### src/rtl/vexriscv_axi_pkg.sv
// Shared widths, payload field offsets and FSM states for the VexRiscv AXI read arbiter.
// AR payload is {addr, id, len, size, burst, lock, cache, prot, qos}; R payload is {data, id, resp, last}.
package vexriscv_axi_pkg;

    localparam int AR_LEN_LSB = 17;
    localparam int AR_LEN_W   = 8;
    localparam int AR_ID_LSB  = 25;
    localparam int R_LAST_BIT = 0;
    localparam int R_ID_LSB   = 3;

    function automatic int ar_w(input int addr_w, input int id_w);
        return addr_w + id_w + AR_ID_LSB;
    endfunction

    function automatic int r_w(input int data_w, input int id_w);
        return data_w + id_w + R_ID_LSB;
    endfunction

    typedef enum logic [1:0] {
        IDLE,
        ISSUE,
        DATA
    } state_e;

endpackage

### src/rtl/vexriscv_rr_arb2.sv
// Two-input round-robin grant unit; on a tie the source opposite the last grant wins.
// last_grant starts at 1 so source 0 wins the first tie after reset.
module vexriscv_rr_arb2 (
    input  logic       clk,
    input  logic       rst_ni,
    input  logic [1:0] req_i,
    input  logic       update_i,
    input  logic       upd_idx_i,
    output logic       gnt_valid_o,
    output logic       gnt_idx_o
);

    logic last_grant_q, last_grant_d;

    always_comb begin
        gnt_valid_o = |req_i;
        gnt_idx_o   = (&req_i) ? ~last_grant_q : req_i[1];
    end

    always_comb begin
        last_grant_d = last_grant_q;
        if (update_i) begin
            last_grant_d = upd_idx_i;
        end
    end

    always_ff @(posedge clk or negedge rst_ni) begin
        if (!rst_ni) begin
            last_grant_q <= 1'b1;
        end else begin
            last_grant_q <= last_grant_d;
        end
    end

endmodule

### src/rtl/vexriscv_axi_rd_arbiter.sv
// Merges the VexRiscv ibus (source 0) and dbus (source 1) AXI4 read ports onto one master,
// one burst in flight, ARID tagged with the source index and R beats routed back by that tag.
module vexriscv_axi_rd_arbiter
    import vexriscv_axi_pkg::*;
#(
    parameter  int ID_WIDTH   = 1,
    parameter  int ADDR_WIDTH = 32,
    parameter  int DATA_WIDTH = 32,
    localparam int AR_W       = ar_w(ADDR_WIDTH, ID_WIDTH),
    localparam int R_W        = r_w(DATA_WIDTH, ID_WIDTH)
) (
    input  logic            clk,
    input  logic            reset,
    input  logic            s0_ar_valid,
    output logic            s0_ar_ready,
    input  logic [AR_W-1:0] s0_ar_payload,
    input  logic            s1_ar_valid,
    output logic            s1_ar_ready,
    input  logic [AR_W-1:0] s1_ar_payload,
    output logic            s0_r_valid,
    input  logic            s0_r_ready,
    output logic [R_W-1:0]  s0_r_payload,
    output logic            s1_r_valid,
    input  logic            s1_r_ready,
    output logic [R_W-1:0]  s1_r_payload,
    output logic            m_ar_valid,
    input  logic            m_ar_ready,
    output logic [AR_W:0]   m_ar_payload,
    input  logic            m_r_valid,
    output logic            m_r_ready,
    input  logic [R_W:0]    m_r_payload,
    output logic            busy,
    output logic            err
);

    localparam int TAG_AR = AR_ID_LSB + ID_WIDTH;
    localparam int TAG_R  = R_ID_LSB + ID_WIDTH;

    state_e                state_q, state_d;
    logic                  grant_q, grant_d;
    logic [AR_W-1:0]       pay_q, pay_d;
    logic [AR_LEN_W-1:0]   beat_cnt_q, beat_cnt_d;
    logic                  err_q, err_d;

    logic                  arb_valid, arb_idx, arb_update;
    logic                  r_last, r_tag;
    logic [R_W-1:0]        r_strip;

    vexriscv_rr_arb2 u_rr (
        .clk         (clk),
        .rst_ni      (reset),
        .req_i       ({s1_ar_valid, s0_ar_valid}),
        .update_i    (arb_update),
        .upd_idx_i   (grant_q),
        .gnt_valid_o (arb_valid),
        .gnt_idx_o   (arb_idx)
    );

    // The source-index tag sits just above the source id in both the AR and R payloads.
    assign m_ar_payload = {pay_q[AR_W-1:TAG_AR], grant_q, pay_q[TAG_AR-1:0]};
    assign r_strip      = {m_r_payload[R_W:TAG_R+1], m_r_payload[TAG_R-1:0]};
    assign r_last       = m_r_payload[R_LAST_BIT];
    assign r_tag        = m_r_payload[TAG_R];
    assign s0_r_payload = r_strip;
    assign s1_r_payload = r_strip;
    assign busy         = (state_q != IDLE);
    assign err          = err_q;

    always_comb begin
        state_d     = state_q;
        grant_d     = grant_q;
        pay_d       = pay_q;
        beat_cnt_d  = beat_cnt_q;
        err_d       = err_q;
        arb_update  = 1'b0;
        s0_ar_ready = 1'b0;
        s1_ar_ready = 1'b0;
        m_ar_valid  = 1'b0;
        m_r_ready   = 1'b0;
        s0_r_valid  = 1'b0;
        s1_r_valid  = 1'b0;
        case (state_q)
            IDLE: begin
                if (arb_valid) begin
                    s0_ar_ready = ~arb_idx;
                    s1_ar_ready = arb_idx;
                    grant_d     = arb_idx;
                    pay_d       = arb_idx ? s1_ar_payload : s0_ar_payload;
                    state_d     = ISSUE;
                end
            end
            ISSUE: begin
                m_ar_valid = 1'b1;
                if (m_ar_ready) begin
                    beat_cnt_d = pay_q[AR_LEN_LSB +: AR_LEN_W];
                    state_d    = DATA;
                end
            end
            DATA: begin
                m_r_ready  = grant_q ? s1_r_ready : s0_r_ready;
                s0_r_valid = m_r_valid & ~grant_q;
                s1_r_valid = m_r_valid & grant_q;
                if (m_r_valid && m_r_ready) begin
                    beat_cnt_d = beat_cnt_q - 1'b1;
                    // Misrouted tag or last disagreeing with the programmed length is flagged but not acted on.
                    if ((r_tag != grant_q) || (r_last && (beat_cnt_q != '0)) ||
                        (!r_last && (beat_cnt_q == '0))) begin
                        err_d = 1'b1;
                    end
                    if (r_last) begin
                        arb_update = 1'b1;
                        state_d    = IDLE;
                    end
                end
            end
            default: state_d = IDLE;
        endcase
    end

    always_ff @(posedge clk or negedge reset) begin
        if (!reset) begin
            state_q    <= IDLE;
            grant_q    <= 1'b0;
            pay_q      <= '0;
            beat_cnt_q <= '0;
            err_q      <= 1'b0;
        end else begin
            state_q    <= state_d;
            grant_q    <= grant_d;
            pay_q      <= pay_d;
            beat_cnt_q <= beat_cnt_d;
            err_q      <= err_d;
        end
    end

endmodule

### config.mk
export PLATFORM = sky130hd
export DESIGN_NAME = vexriscv_axi_rd_arbiter
export DESIGN_NICKNAME = d
export VERILOG_FILES = /design/src/rtl/vexriscv_axi_pkg.sv /design/src/rtl/vexriscv_rr_arb2.sv /design/src/rtl/vexriscv_axi_rd_arbiter.sv
export SDC_FILE = /design/constraint.sdc
export NUM_CORES = 1
export LEC_CHECK = 0
export CAP_MARGIN = 0
export CELL_PAD_IN_SITES_DETAIL_PLACEMENT = 1
export CELL_PAD_IN_SITES_GLOBAL_PLACEMENT = 1
export CORE_ASPECT_RATIO = 0.7
export CORE_UTILIZATION = 26
export CTS_CLUSTER_DIAMETER = 60
export DETAILED_ROUTE_END_ITERATION = 6
export PLACE_DENSITY = 0.95
export SYNTH_ARGS = -nofsm -noshare
export SYNTH_HDL_FRONTEND = slang
export SYNTH_SLANG_ARGS = --single-unit
### constraint.sdc
create_clock -name clk -period 2.6 [get_ports clk]
set_clock_uncertainty 0.05 [all_clocks]
set_input_delay 0.26 -clock clk [delete_from_list [all_inputs] [get_ports clk]]
set_output_delay 0.26 -clock clk [all_outputs]
set_load 0.005 [all_outputs]
==> results by group, run 1 <==
Worst setup path
  – Buf+Inv Stages, Crit Path: 1
  – Setup CP Type: register to primary output
  – Crit. End Element: primary output
  – Worst path slowest cell: clkdlybuf4s50_1
  – CP Data Arrival Time: 1.91 ns
  – Worst path required time: 2.29 ns
  – Setup slack, reg-to-reg: ~0.62 ns
  – Slowest stage delay, CP: about 0.52 ns
  – Setup crit start kind: register
  – Reg2reg path depth: 6
  – Crit-path cells: nor2_4 -> o21ai_4 -> nor2_2 -> clkdlybuf4s50_1
  – Critical R2R Launch: beat_cnt_q[1]$_DFFE_PN0P_
  – Max FO, Critical Path: 17
  – Reg-to-Reg End: beat_cnt_q[6]$_DFFE_PN0P_
  – Largest delay share family, worst path: buffers and inverters

Layout
  – Seq. cell area: 0.00178 mm2
  – Nets: between 600 and 700
  – Layout cells sized above 1: 0.0621
  – Area delta synth->final: 48.0%
  – Fillers: 1632
  – N_diodes: 0
  – Layout Cells excl Fill: between 700 and 800
  – Design area: 0.00588 mm2
  – Multi-input logic area: 0.00152 mm2

Timing
  – Unrepaired setup endpoints after global routing: false
  – Measured slew at the worst slew-check pin: 0.947 ns
  – Period minus WS final: around 2.2 ns
  – Count of final setup violators: 0
  – Tcrit/Tclk final: 0.854
  – Fin. max-slew vios: 0
  – Rel. slew slack: 0.369
  – Hold Worst Slack: ~0.019 ns
  – Setup_tns: 0 ns
  – Highest clock rate: 451 MHz
  – Final hold vios: 0

Synthesis
  – Seq/Total Area, Yosys: 0.448
  – Yosys cell types: 39
  – Leading cell types by total area after synthesis: dfrtp_1, buf_4, mux2i_1, a221o_1, o21ai_0
  – Netlist Area Pre-Place: 0.00397 mm2
  – Mapped Nets: 559
  – Synthesized flop and latch total: 71
  – EDFF count, synth: 0
  – Yosys warning count: 0
  – Avg Inst Size Synth: between 10 and 15 um2
  – Share of the synthesized area in the top cell type: 0.441
  – Post-synth top cells: buf_4, dfrtp_1, nand2_1
  – Prevailing post-synth register cell: dfrtp_1
  – Top-count cell post-synth: buf_4
  – Post-synth top area cell: dfrtp_1
  – Post-Syn Instances: 396
  – Ys async rst share: 1.00

Die
  – Die Wd: around 150 um
  – Core Area: around 0.015 mm2
  – Die Ht: approximately 110 um
  – I/O pin total: 300
  – Die Footprint: around 0.016 mm2
  – Initial core utilization: 0.268
  – Site row count: 37

Routing
  – DRC marker count from the first detailed-route iteration: 120
  – Average vias per placed instance: between 4 and 5
  – Routed WL: 12.6 mm
  – Per-cell routed wire length: ~18 um
  – DRC viols: 0
  – Drt pass-1 iters: 4
  – DR vias: around 3400
  – Final antenna-violating net count: 0

Worst hold path
  – Hold Path Class: input pin to async pin

Power and ir drop
  – Leak: 2.51 nW
  – Sequential share of power: 0.334
  – Psw: approximately 2.1 mW
  – Pwr/cell area: between 1000 and 1500 mW/mm2
  – Total power: 6.27 mW
  – Comb pwr share: 0.450
  – P_int: slightly above 4 mW
  – Clock Power Share: 0.216
  – Sw Ratio: 0.338
  – Worst VDD drop: between 0.4 and 0.5 mV

Clocking
  – Clk Tree Root Cell: clkbuf_16
  – Hold Buf Count CTS: 0
  – CTS tree: yes
  – CTS Sinks: slightly above 70
  – Clock Latency Late Sink: between 0.3 and 0.4 ns
  – Gates resized, CTS repair: 0
  – Cts bufs inserted: 9
  – CTS H-tree lvls: 3
  – Clock transition at path regs: 0.06 ns
  – Clock buffer depth: 2
  – Setup bufs post-CTS: 0

Global routing
  – Gr ovfl total: 0
  – Initial antenna violation count: 0
  – Vias in the first global route: 3761
  – Pin count of the biggest net entering global routing: 97
  – First-pass GRT wire length: roughly 20 mm
  – Tot GR Track Use: 0.164

Placed design
  – Placed Instances: between 600 and 700
  – Placed inst area: 0.00556 mm2
  – PortBufs: between 150 and 200
  – DP HPWL: 9.61 mm
  – GPL Wtd Cong: a little over 0.8

Job
  – Max_cap viols: 0

Status
  – Status: complete, no violations
==> through the flow <==
| stage | utilization | setup slack (ns) |
|---|---|---|
| 6_report | 0.397 | 0.380 |
| 5_1_grt | 0.397 | 0.271 |
| 4_1_cts | 0.397 | 0.354 |
| 3_5_place_dp | 0.375 | 0.550 |
| 3_3_place_gp | 0.375 | 0.609 |
| 2_1_floorplan | - | 0.950 |
==> worst max-delay path by stage <==
stage | start | depth (start not counted) | slack (ns) | to
floorplan | beat_cnt_q[0]$_DFFE_PN0P_ | 6 | 0.95 | beat_cnt_q[6]$_DFFE_PN0P_
global placement | s1_ar_valid | 4 | 0.61 | s1_ar_ready
detailed placement | s1_ar_valid | 5 | 0.55 | pay_q[24]$_DFFE_PN0P_
CTS | state_q[0]$_DFFE_PN0P_ | 4 | 0.35 | s0_ar_ready
global route | state_q[0]$_DFFE_PN0P_ | 4 | 0.27 | s0_ar_ready
finish | state_q[0]$_DFFE_PN0P_ | 4 | 0.38 | s0_ar_ready
==> sequential cells by signal, summed over array words and instances, names as in the netlist <==
name / count
err: 1
state_q: 2
pay_q: 58
u_rr.last_grant_q: 1
beat_cnt_q: 8
grant_q: 1
==> cell usage in the layout (no fill, tap or decap), drive strengths merged <==
cell type | netlist | routed
and2 | 1 | 1
buf | 88 | 7
o21ai | 45 | 45
nor2 | 15 | 15
o2bb2ai | 6 | 6
dfstp | 1 | 1
a211oi | 1 | 1
mux2i | 37 | 37
nor3 | 4 | 4
ha | 2 | 2
nand3 | 2 | 2
nor4b | 1 | 1
nor3b | 1 | 1
nand2b | 3 | 3
a221o | 22 | 22
or3b | 1 | 1
bufinv | 0 | 2
inv | 5 | 6
a21boi | 1 | 1
mux2 | 1 | 1
clkinv | 0 | 1
clkbuf | 9 | 12
nand2 | 40 | 40
nand3b | 2 | 2
a22oi | 2 | 2
or4 | 1 | 1
dfrtp | 70 | 70
and3 | 22 | 22
xor2 | 1 | 1
a21o | 1 | 1
o211ai | 1 | 1
clkdlybuf4s50 | 0 | 193
nor4 | 3 | 3
a21oi | 7 | 7
==> power by group through the flow <==
stage               clock network, mW  registers, mW  logic, mW
finish                           1.36           2.09       2.82
CTS                              1.39           2.10       2.86
detailed placement                  0           2.11       2.85
global placement                    0           2.06       2.69
floorplan                           0           2.02       1.36
global route                     1.45           2.17       3.09
==> cell type report <==
cell class | instances | area share
Clock buffer | 12 | 0.0419
Clock inverter | 4 | 0.0132
Inverter | 5 | 0.00319
Multi-Input combinational cell | 223 | 0.258
Sequential cell | 71 | 0.302
Tap cell | 195 | 0.0415
Timing Repair Buffer | 200 | 0.340
==> routing by layer <==
metal | up-vias | GRT usage | wire length [um]
li1 | 1557 | - | -
met1 | 1662 | 0.195 | 5330
met2 | 156 | 0.276 | 6200
met3 | 16 | 0.0541 | 976
met4 | 0 | 0.0556 | 135
met5 | - | 0 | 0
==> cell families (layout without fill, tap and decap cells) <==
logic type      count (synthesis)  in the layout  share of synthesized area
buf+inv                       102            221                      0.174
simple gates                   96             96                      0.122
compound gates                 86             86                      0.148
flops                          71             71                      0.448
mux                            38             38                     0.0992
fa+ha+maj                       2              2                    0.00630
xor+xnor                        1              1                    0.00221
Power figures use the tool's default switching activity.
==> inputs of run 2 (changes only) <==
--- a/config.mk
+++ b/config.mk
@@ -6,13 +6,14 @@
 export NUM_CORES = 1
 export LEC_CHECK = 0
 export CAP_MARGIN = 0
-export CELL_PAD_IN_SITES_DETAIL_PLACEMENT = 1
+export CELL_PAD_IN_SITES_DETAIL_PLACEMENT = 0
 export CELL_PAD_IN_SITES_GLOBAL_PLACEMENT = 1
 export CORE_ASPECT_RATIO = 0.7
 export CORE_UTILIZATION = 26
 export CTS_CLUSTER_DIAMETER = 60
 export DETAILED_ROUTE_END_ITERATION = 6
 export PLACE_DENSITY = 0.95
+export SLEW_MARGIN = 10
 export SYNTH_ARGS = -nofsm -noshare
 export SYNTH_HDL_FRONTEND = slang
 export SYNTH_SLANG_ARGS = --single-unit
==> results by group, run 2 (synthesis gave the netlist of run 1 again) <==
Status
  – Status: complete, no violations

Worst setup path
  – CP Data Arrival Time: 1.91 ns (about the same)
  – Setup crit start kind: register
  – Crit. End Element: primary output
  – Worst path required time: 2.29 ns (about the same)
  – Setup slack, reg-to-reg: 0.72 ns (+0.10 ns)
  – Setup CP Type: register to primary output
  – Max FO, Critical Path: 17 (unchanged)

Global routing
  – Initial antenna violation count: 0 (unchanged)
  – Vias in the first global route: 3416 (-9.2%)
  – Tot GR Track Use: 0.147 (-0.0168)
  – Pin count of the biggest net entering global routing: 97 (unchanged)
  – First-pass GRT wire length: 18.0 mm (-9.7%)
  – Gr ovfl total: 0 (unchanged)

Job
  – Max_cap viols: 0 (unchanged)

Timing
  – Highest clock rate: 450 MHz (-0.21%)
  – Unrepaired setup endpoints after global routing: false
  – Measured slew at the worst slew-check pin: 0.917 ns (-0.0296 ns)
  – Setup_tns: 0 ns (unchanged)
  – Hold Worst Slack: 0.0135 ns (-0.00539 ns)
  – Rel. slew slack: 0.388 (+0.0197)
  – Tcrit/Tclk final: 0.856 (+0.00183)
  – Final hold vios: 0 (unchanged)
  – Fin. max-slew vios: 0 (unchanged)
  – Count of final setup violators: 0 (unchanged)
  – Period minus WS final: 2.22 ns (+0.00475 ns)

Power and ir drop
  – Leak: 2.50 nW (-0.17%)
  – Worst VDD drop: 0.466 mV (+10%)
  – Pwr/cell area: 1040 mW/mm2 (-2.2%)
  – Total power: 6.12 mW (-2.5%)

Layout
  – Nets: 673 (unchanged)
  – Design area: 0.00586 mm2 (-0.26%)
  – Layout Cells excl Fill: 710 (unchanged)
  – Commonest cells after routing, fill and taps aside: clkdlybuf4s50_1, dfrtp_1, nand2_1
  – N_diodes: 0 (unchanged)
  – Layout cells sized above 1: 0.0641 (+0.00194)
  – Most flops, register: pay_q
  – Commonest non-fill, non-tap cell in the layout: clkdlybuf4s50_1
  – Area delta synth->final: 47.6%
  – Max reg flops: 58 (unchanged)
  – Largest regs: pay_q: 58 flops, beat_cnt_q: 8 flops, state_q: 2 flops

Clocking
  – Clock Latency Late Sink: 0.33 ns (about the same)
  – CTS H-tree lvls: 3 (unchanged)
  – Clock transition at path regs: 0.06 ns (about the same)
  – Cts bufs inserted: 9 (unchanged)
  – Hold Buf Count CTS: 0 (unchanged)
  – Gates resized, CTS repair: 0 (unchanged)
  – CTS Sinks: 71 (unchanged)
  – Clock buffer depth: 2 (unchanged)
  – Setup bufs post-CTS: 0 (unchanged)
  – Clk Tree Root Cell: clkbuf_16
  – CTS tree: yes

Routing
  – Average vias per placed instance: 4.65 (-2.5%)
  – DRC viols: 0 (unchanged)
  – Per-cell routed wire length: 15.7 um (-12%)
  – Wire length on met2: 5.14 mm (-17%)
  – Met3 WL: 908 um (-7.0%)
  – Wl on met1: 4.88 mm (-8.5%)
  – DR vias: 3305 (-2.5%)
  – Drt pass-1 iters: 4 (unchanged)
  – Final antenna-violating net count: 0 (unchanged)
  – Routed WL: 11.1 mm (-12%)
  – DR top layer: met4
  – DRC marker count from the first detailed-route iteration: 178 (+48%)

Die
  – Die Footprint: 0.0158 mm2 (unchanged)
  – Core Area: 0.0148 mm2 (unchanged)
  – Initial core utilization: 0.268 (unchanged)
  – I/O pin total: 300 (unchanged)
  – Site row count: 37 (unchanged)
  – Die Wd: 150 um (unchanged)
  – Die Ht: 105 um (unchanged)

Worst hold path
  – Hold Path Class: input pin to async pin

Placed design
  – Placed inst area: 0.00556 mm2 (unchanged)
  – DP HPWL: 8.31 mm (-14%)
  – GPL Wtd Cong: 0.805 (unchanged)
  – PortBufs: 194 (unchanged)
  – Placed Instances: 694 (unchanged)
## run 2: layout make-up
class | count | area [um2]
repair buffers | 200 | 2000
inverters | 5 | 18.8
multi-input cells | 223 | 1520
fillers | 1440 | 8950
flip-flops and latches | 71 | 1780
clock inverters | 4 | 52.6
clock buffers | 12 | 256
well taps | 195 | 244
## run 2: path summary, 6_finish.rpt
path	from	to	depth (start not counted)
setup / recovery	state_q[0]$_DFFE_PN0P_	s0_ar_ready	4
hold / removal	reset	pay_q[0]$_DFFE_PN0P_	1
setup reg to reg	beat_cnt_q[0]$_DFFE_PN0P_	beat_cnt_q[6]$_DFFE_PN0P_	6
hold reg to reg	pay_q[12]$_DFFE_PN0P_	pay_q[12]$_DFFE_PN0P_	2
max in group asynchronous	reset	beat_cnt_q[5]$_DFFE_PN0P_	1
min in group clk	pay_q[12]$_DFFE_PN0P_	pay_q[12]$_DFFE_PN0P_	2
## run 2: worst max-delay path, cell delays in order (launching register included)
cell	delay [ns]
dfrtp_1	0.44
nor2_4	0.36
o21ai_4	0.13
nor2_2	0.13
clkdlybuf4s50_1	0.52
## run 2: stage by stage
stage          utilization  worst slack, ns
3_3_place_gp         0.375            0.609
3_5_place_dp         0.375            0.566
5_1_grt              0.396            0.276
6_report             0.396            0.376
2_1_floorplan            -            0.950
4_1_cts              0.396            0.358
## run 2: power by group
group / internal, mW / switching, mW
Combinational: 1.62 / 1.14
Sequential: 1.65 / 0.418
Clock: 0.800 / 0.485
## run 2: routing by layer
metal | track usage | vias to the layer above
met5 | 0 | -
met4 | 0.0592 | 0
met3 | 0.0537 | 20
met2 | 0.227 | 173
met1 | 0.186 | 1557
li1 | - | 1555
==> inputs of run 3 (changes only) <==
--- a/config.mk
+++ b/config.mk
@@ -12,6 +12,7 @@
 export CORE_UTILIZATION = 26
 export CTS_CLUSTER_DIAMETER = 60
 export DETAILED_ROUTE_END_ITERATION = 6
+export GPL_ROUTABILITY_DRIVEN = 0
 export PLACE_DENSITY = 0.95
 export SLEW_MARGIN = 10
 export SYNTH_ARGS = -nofsm -noshare
==> results of run 3 <==
Same layout as run 2: the final DEF is identical, and so are final timing and power.
